### src/rtl/if_stage_pkg.sv
// Shared constants and types for the MIPS instruction-fetch stage.
package if_stage_pkg;

    localparam int               WORD       = 32;
    localparam logic [WORD-1:0]  NOP_INSTR  = 32'h0000_0000;
    localparam logic [WORD-1:0]  RESET_PC   = 32'h0000_0000;
    localparam int               IMEM_BYTES = 168;

    typedef enum logic [1:0] {
        PC_SEQ      = 2'd0,
        PC_REDIRECT = 2'd1,
        PC_HOLD     = 2'd2
    } pc_sel_e;

    function automatic logic [WORD-1:0] word_align(input logic [WORD-1:0] addr);
        return {addr[WORD-1:2], 2'b00};
    endfunction

endpackage

### src/rtl/if_stage_if_id_reg.sv
// IF/ID pipeline register: reset and bubble load a NOP, load captures a fetched word, otherwise hold.
module if_id_reg
    import if_stage_pkg::*;
#(
    parameter int W = WORD
) (
    input  logic         clk,
    input  logic         reset,
    input  logic         load,
    input  logic         bubble,
    input  logic [W-1:0] instr_in,
    input  logic [W-1:0] pc4_in,
    output logic [W-1:0] instr,
    output logic [W-1:0] pc4,
    output logic         valid
);

    always_ff @(posedge clk) begin
        if (reset || bubble) begin
            instr <= W'(NOP_INSTR);
            pc4   <= '0;
            valid <= 1'b0;
        end else if (load) begin
            instr <= instr_in;
            pc4   <= pc4_in;
            valid <= 1'b1;
        end
    end

endmodule

### src/rtl/if_stage.sv
// Instruction-fetch stage: PC register, next-PC selection, end-of-program detection,
// misaligned-redirect flag and fetch counter, feeding the IF/ID register.
module if_stage
    import if_stage_pkg::*;
#(
    parameter int               W          = WORD,
    parameter logic [W-1:0]     RST_PC     = W'(RESET_PC),
    parameter int               IMEM_LIMIT = IMEM_BYTES
) (
    input  logic         clk,
    input  logic         reset,
    input  logic         stall,
    input  logic         branch_taken,
    input  logic [W-1:0] branch_target,
    input  logic         jump,
    input  logic [W-1:0] jump_target,
    output logic [W-1:0] imem_addr,
    input  logic [W-1:0] imem_instr,
    output logic [W-1:0] if_id_instr,
    output logic [W-1:0] if_id_pc4,
    output logic         if_id_valid,
    output logic         halted,
    output logic         misalign_err,
    output logic [W-1:0] fetch_count
);

    localparam logic [W-1:0] IMEM_END = W'(IMEM_LIMIT);

    logic [W-1:0] pc;
    logic [W-1:0] pc_plus4;
    logic [W-1:0] target_raw;
    logic [W-1:0] target;
    logic         redirect;
    pc_sel_e      pc_sel;
    logic         load;
    logic         bubble;

    assign imem_addr  = pc;
    assign pc_plus4   = pc + W'(4);
    assign halted     = (pc >= IMEM_END);
    assign redirect   = branch_taken | jump;
    assign target_raw = branch_taken ? branch_target : jump_target;
    assign target     = {target_raw[W-1:2], 2'b00};

    // Priority below reset: redirect > stall > halted > sequential.
    always_comb begin
        pc_sel = PC_SEQ;
        load   = 1'b0;
        bubble = 1'b0;
        if (redirect) begin
            pc_sel = PC_REDIRECT;
            bubble = 1'b1;
        end else if (stall) begin
            pc_sel = PC_HOLD;
        end else if (halted) begin
            pc_sel = PC_HOLD;
            bubble = 1'b1;
        end else begin
            load = 1'b1;
        end
    end

    always_ff @(posedge clk) begin
        if (reset) begin
            pc           <= RST_PC;
            misalign_err <= 1'b0;
            fetch_count  <= '0;
        end else begin
            case (pc_sel)
                PC_REDIRECT: pc <= target;
                PC_SEQ:      pc <= pc_plus4;
                default:     pc <= pc;
            endcase
            if (redirect && (target_raw[1:0] != 2'b00))
                misalign_err <= 1'b1;
            if (load)
                fetch_count <= fetch_count + W'(1);
        end
    end

    if_id_reg #(.W(W)) u_if_id (
        .clk      (clk),
        .reset    (reset),
        .load     (load),
        .bubble   (bubble),
        .instr_in (imem_instr),
        .pc4_in   (pc_plus4),
        .instr    (if_id_instr),
        .pc4      (if_id_pc4),
        .valid    (if_id_valid)
    );

endmodule

### config.mk
export PLATFORM = sky130hd
export DESIGN_NAME = if_stage
export DESIGN_NICKNAME = d
export VERILOG_FILES = /design/src/rtl/if_stage_pkg.sv /design/src/rtl/if_stage_if_id_reg.sv /design/src/rtl/if_stage.sv
export SDC_FILE = /design/constraint.sdc
export NUM_CORES = 1
export LEC_CHECK = 0
export ABC_AREA = 1
export CAP_MARGIN = 40
export CORE_MARGIN = 10
export CORE_UTILIZATION = 41
export CTS_CLUSTER_SIZE = 8
export DETAILED_ROUTE_END_ITERATION = 8
export MAX_ROUTING_LAYER = met4
export PLACE_DENSITY = 0.82
export SLEW_MARGIN = 20
export SYNTH_ARGS = -nofsm -noshare
export SYNTH_HDL_FRONTEND = slang
export SYNTH_SLANG_ARGS = --single-unit
### constraint.sdc
create_clock -name clk -period 3.6 [get_ports clk]
set_input_delay 0.36 -clock clk [delete_from_list [all_inputs] [get_ports clk]]
set_output_delay 0.36 -clock clk [all_outputs]
set_load 0.01 [all_outputs]
==> flow_summary.yaml <==
status:
  status: "complete, no violations"
sta:
  grt_setup_unrepaired: "no"
  worst_slew_pin_slew_ns: 0.770
  setup-tns-final_ns: 0
  setup-violations-final: 0
  finalHoldViolations: 0
  fin_crit_sh_pct: 71.0
  finalClockSkew_ns: 0.0103
  relSlewSlack_pct: 48.6
  period_needed_ns: 2.55
  max_freq_ghz: 0.391
  final_max_slew_viol_count: 0
route:
  drt_iter0_drc: 382
  post-route-drc-count: 0
  vias: 5957
  first_pass_iters: 5
  vias_per_cell: 4.85
  wirelength_um: 19400
  drt-met1-wl_um: 7740
  wl_met3_um: 1670
  wl_met2_um: 9430
  top_layer_used: "met4"
  final_antenna_net_count: 0
  wl_per_cell_um: 15.8
setup_path:
  worst_ep_required_time_ns: 3.24
  path_common_cell: "inv_1"
  start_kind: "flop"
  crit_type: "flop to primary output"
  critPathMaxFanout: 6
  max_stage_delay_ns: 0.49
  slowest_stage: "clkdlybuf4s50_1"
  crit_path_cell_trace: "inv_1 -> ha_1 -> inv_1 -> nand2_1 -> nand2_1 -> nand3_1 -> nor2_4 -> inv_1 -> clkdlybuf4s50_1"
  critical_path_arrival_ns: 2.19
  cp-end-kind: "primary output"
placed_design:
  port-buffer-count: 227
  dp_hpwl_um: 14400
  gp_congestion: 0.925
yosys:
  syn_inst: 824
  ys_types: 28
  synth-async-reset-ratio_pct: 0
  synth_seq_cells: 126
  avgSynthCellArea_um2: 6.93
  ys_warn_count: 0
  synth-edff-count: 0
  syn-cell-area_um2: 5710
  synth_flop_cell: "dfxtp_1"
  ys_seq_area_share_pct: 44.2
global_route:
  overflow: 0
  grt_pass1_wl_um: 30900
  antenna_found_initial: 0
  track_usage_pct: 20.1
  grt_max_degree: 75
  first_global_vias: 6136
clock_network:
  root_buffer: "clkbuf_16"
  h-tree-depth: 4
  clk_latency_ns: 0.42
  cts-resized-gates: 0
  cts_tree: "yes"
  cts_made_buffers: 17
  hold_buffers: 0
  cts_max_path_buffers: 2
  path_clk_slew_ns: 0.06
  post_cts_buffers: 0
  clock_sinks: 126
floorplanning:
  num_rows: 43
  core_area_um2: 13800
  ios: 232
  dieArea_um2: 19100
  start_util_pct: 41.5
  die_width_um: 138
  die_y_um: 138
final_layout:
  multi_input_area_um2: 2850
  area_growth_pct: 51.3
  diodes: 0
  nNetsFinal: 1139
  layout-drive-gt1-share_pct: 5.53
  fillers: 1260
  regArea_um2: 2520
power:
  power_leakage_nw: 3.04
  totalPowerFinal_mw: 3.43
  ir_worst_vdd_uv: 323
  powerDensity_nw_per_um2: 397
worst_hold_path:
  hp-class: "flop to flop"
flow_run:
  cap_violations: 0
state kept, by name, indices dropped and copies added, names as in the netlist:
signal         count
u_if_id.valid      1
fetch_count       32
u_if_id.pc4       30
misalign_err       1
u_if_id.instr     32
imem_addr         30
cells by family after synthesis:
group,after synthesis,synth area share [%]
AND/OR/NAND/NOR,456,31.2
adder cells (fa/ha/maj),3,0.657
buffers and inverters,73,6.31
flip-flops,126,44.2
multiplexers,10,1.97
AO/OA/AOI/OAI,125,11.1
other,1,0.0656
XOR/XNOR,30,4.60
cell usage in the layout (no fill, tap or decap), types with 9 or more instances in the layout:
cell,netlist,final
nor3_1,9,9
mux2_2,10,10
nand3_1,10,10
clkbuf_16,0,17
inv_1,24,24
dfxtp_1,126,126
xnor2_1,13,13
o21ai_0,29,29
xor2_1,17,17
a21oi_1,91,91
nand2_1,286,286
clkdlybuf4s50_1,0,227
nor2_1,138,138
critical path: cells and delay by family (launching register included):
kind,cells,cell delay (ns)
AND/OR/NAND/NOR,4,0.47
adder cells (fa/ha/maj),1,0.21
buffers and inverters,4,0.70
flip-flops,1,0.40
cells in the mapped netlist, types with 2 or more instances:
library cell,instances,area [µm²]
nor3_1,9,45.0
or2_2,4,25.0
mux2_2,10,113
buf_4,4,30.0
nand3_1,10,50.1
buf_1,2,7.51
clkbuf_1,19,71.3
inv_1,24,90.1
nand3b_1,3,22.5
o22ai_1,4,25.0
o21ai_0,29,145
buf_2,15,75.1
a21oi_1,91,455
xnor2_1,13,114
nand2_1,286,1070
nor2_1,138,518
inv_2,2,7.51
ha_1,3,37.5
or2_1,2,12.5
buf_6,7,78.8
dfxtp_1,126,2520
xor2_1,17,149
power breakdown:
| part | internal (mW) | total, mW | switching, mW |
|---|---|---|---|
| combinational | 0.191 | 0.329 | 0.138 |
| sequential | 1.42 | 1.45 | 0.0244 |
| clock | 1.02 | 1.65 | 0.639 |
worst paths after layout:
path	startpoint	to	slack, ns	depth (start not counted)
worst min register to register	u_if_id.pc4[29]	u_if_id.pc4[29]	0.44	2
worst max register to register	imem_addr[2]	imem_addr[4]	1.29	12
worst min-delay path	u_if_id.pc4[29]	u_if_id.pc4[29]	0.44	2
worst max-delay path	imem_addr[2]	halted	1.05	9
stage by stage:
stage	setup WS (ns)	hold WS, ns	cells	cell area [µm²]	utilization (%)
global route	0.929	0.454	1228	8650	62.8
CTS	1.02	0.444	1228	8650	62.8
finish	1.05	0.440	1228	8650	62.8
detailed placement	0.894	0.434	1196	8070	58.6
global placement	1.05	0.430	1195	8050	58.5
floorplan	1.81	0.467	827	5720	-
layer usage:
| layer | vias to the layer above | GRT usage [%] |
|---|---|---|
| met3 | 41 | 7.91 |
| met5 | - | - |
| li1 | 3025 | - |
| met1 | 2678 | 20.9 |
| met4 | 0 | 8.49 |
| met2 | 213 | 33.4 |
layout make-up:
class,count,share of cell area [%]
multi-input combinational,628,33.0
tap,180,2.60
inverter,26,1.13
timing repair buffer,236,27.5
clock inverter,14,1.68
sequential,126,29.2
clock buffer,18,4.96
Power figures use the tool's default switching activity.
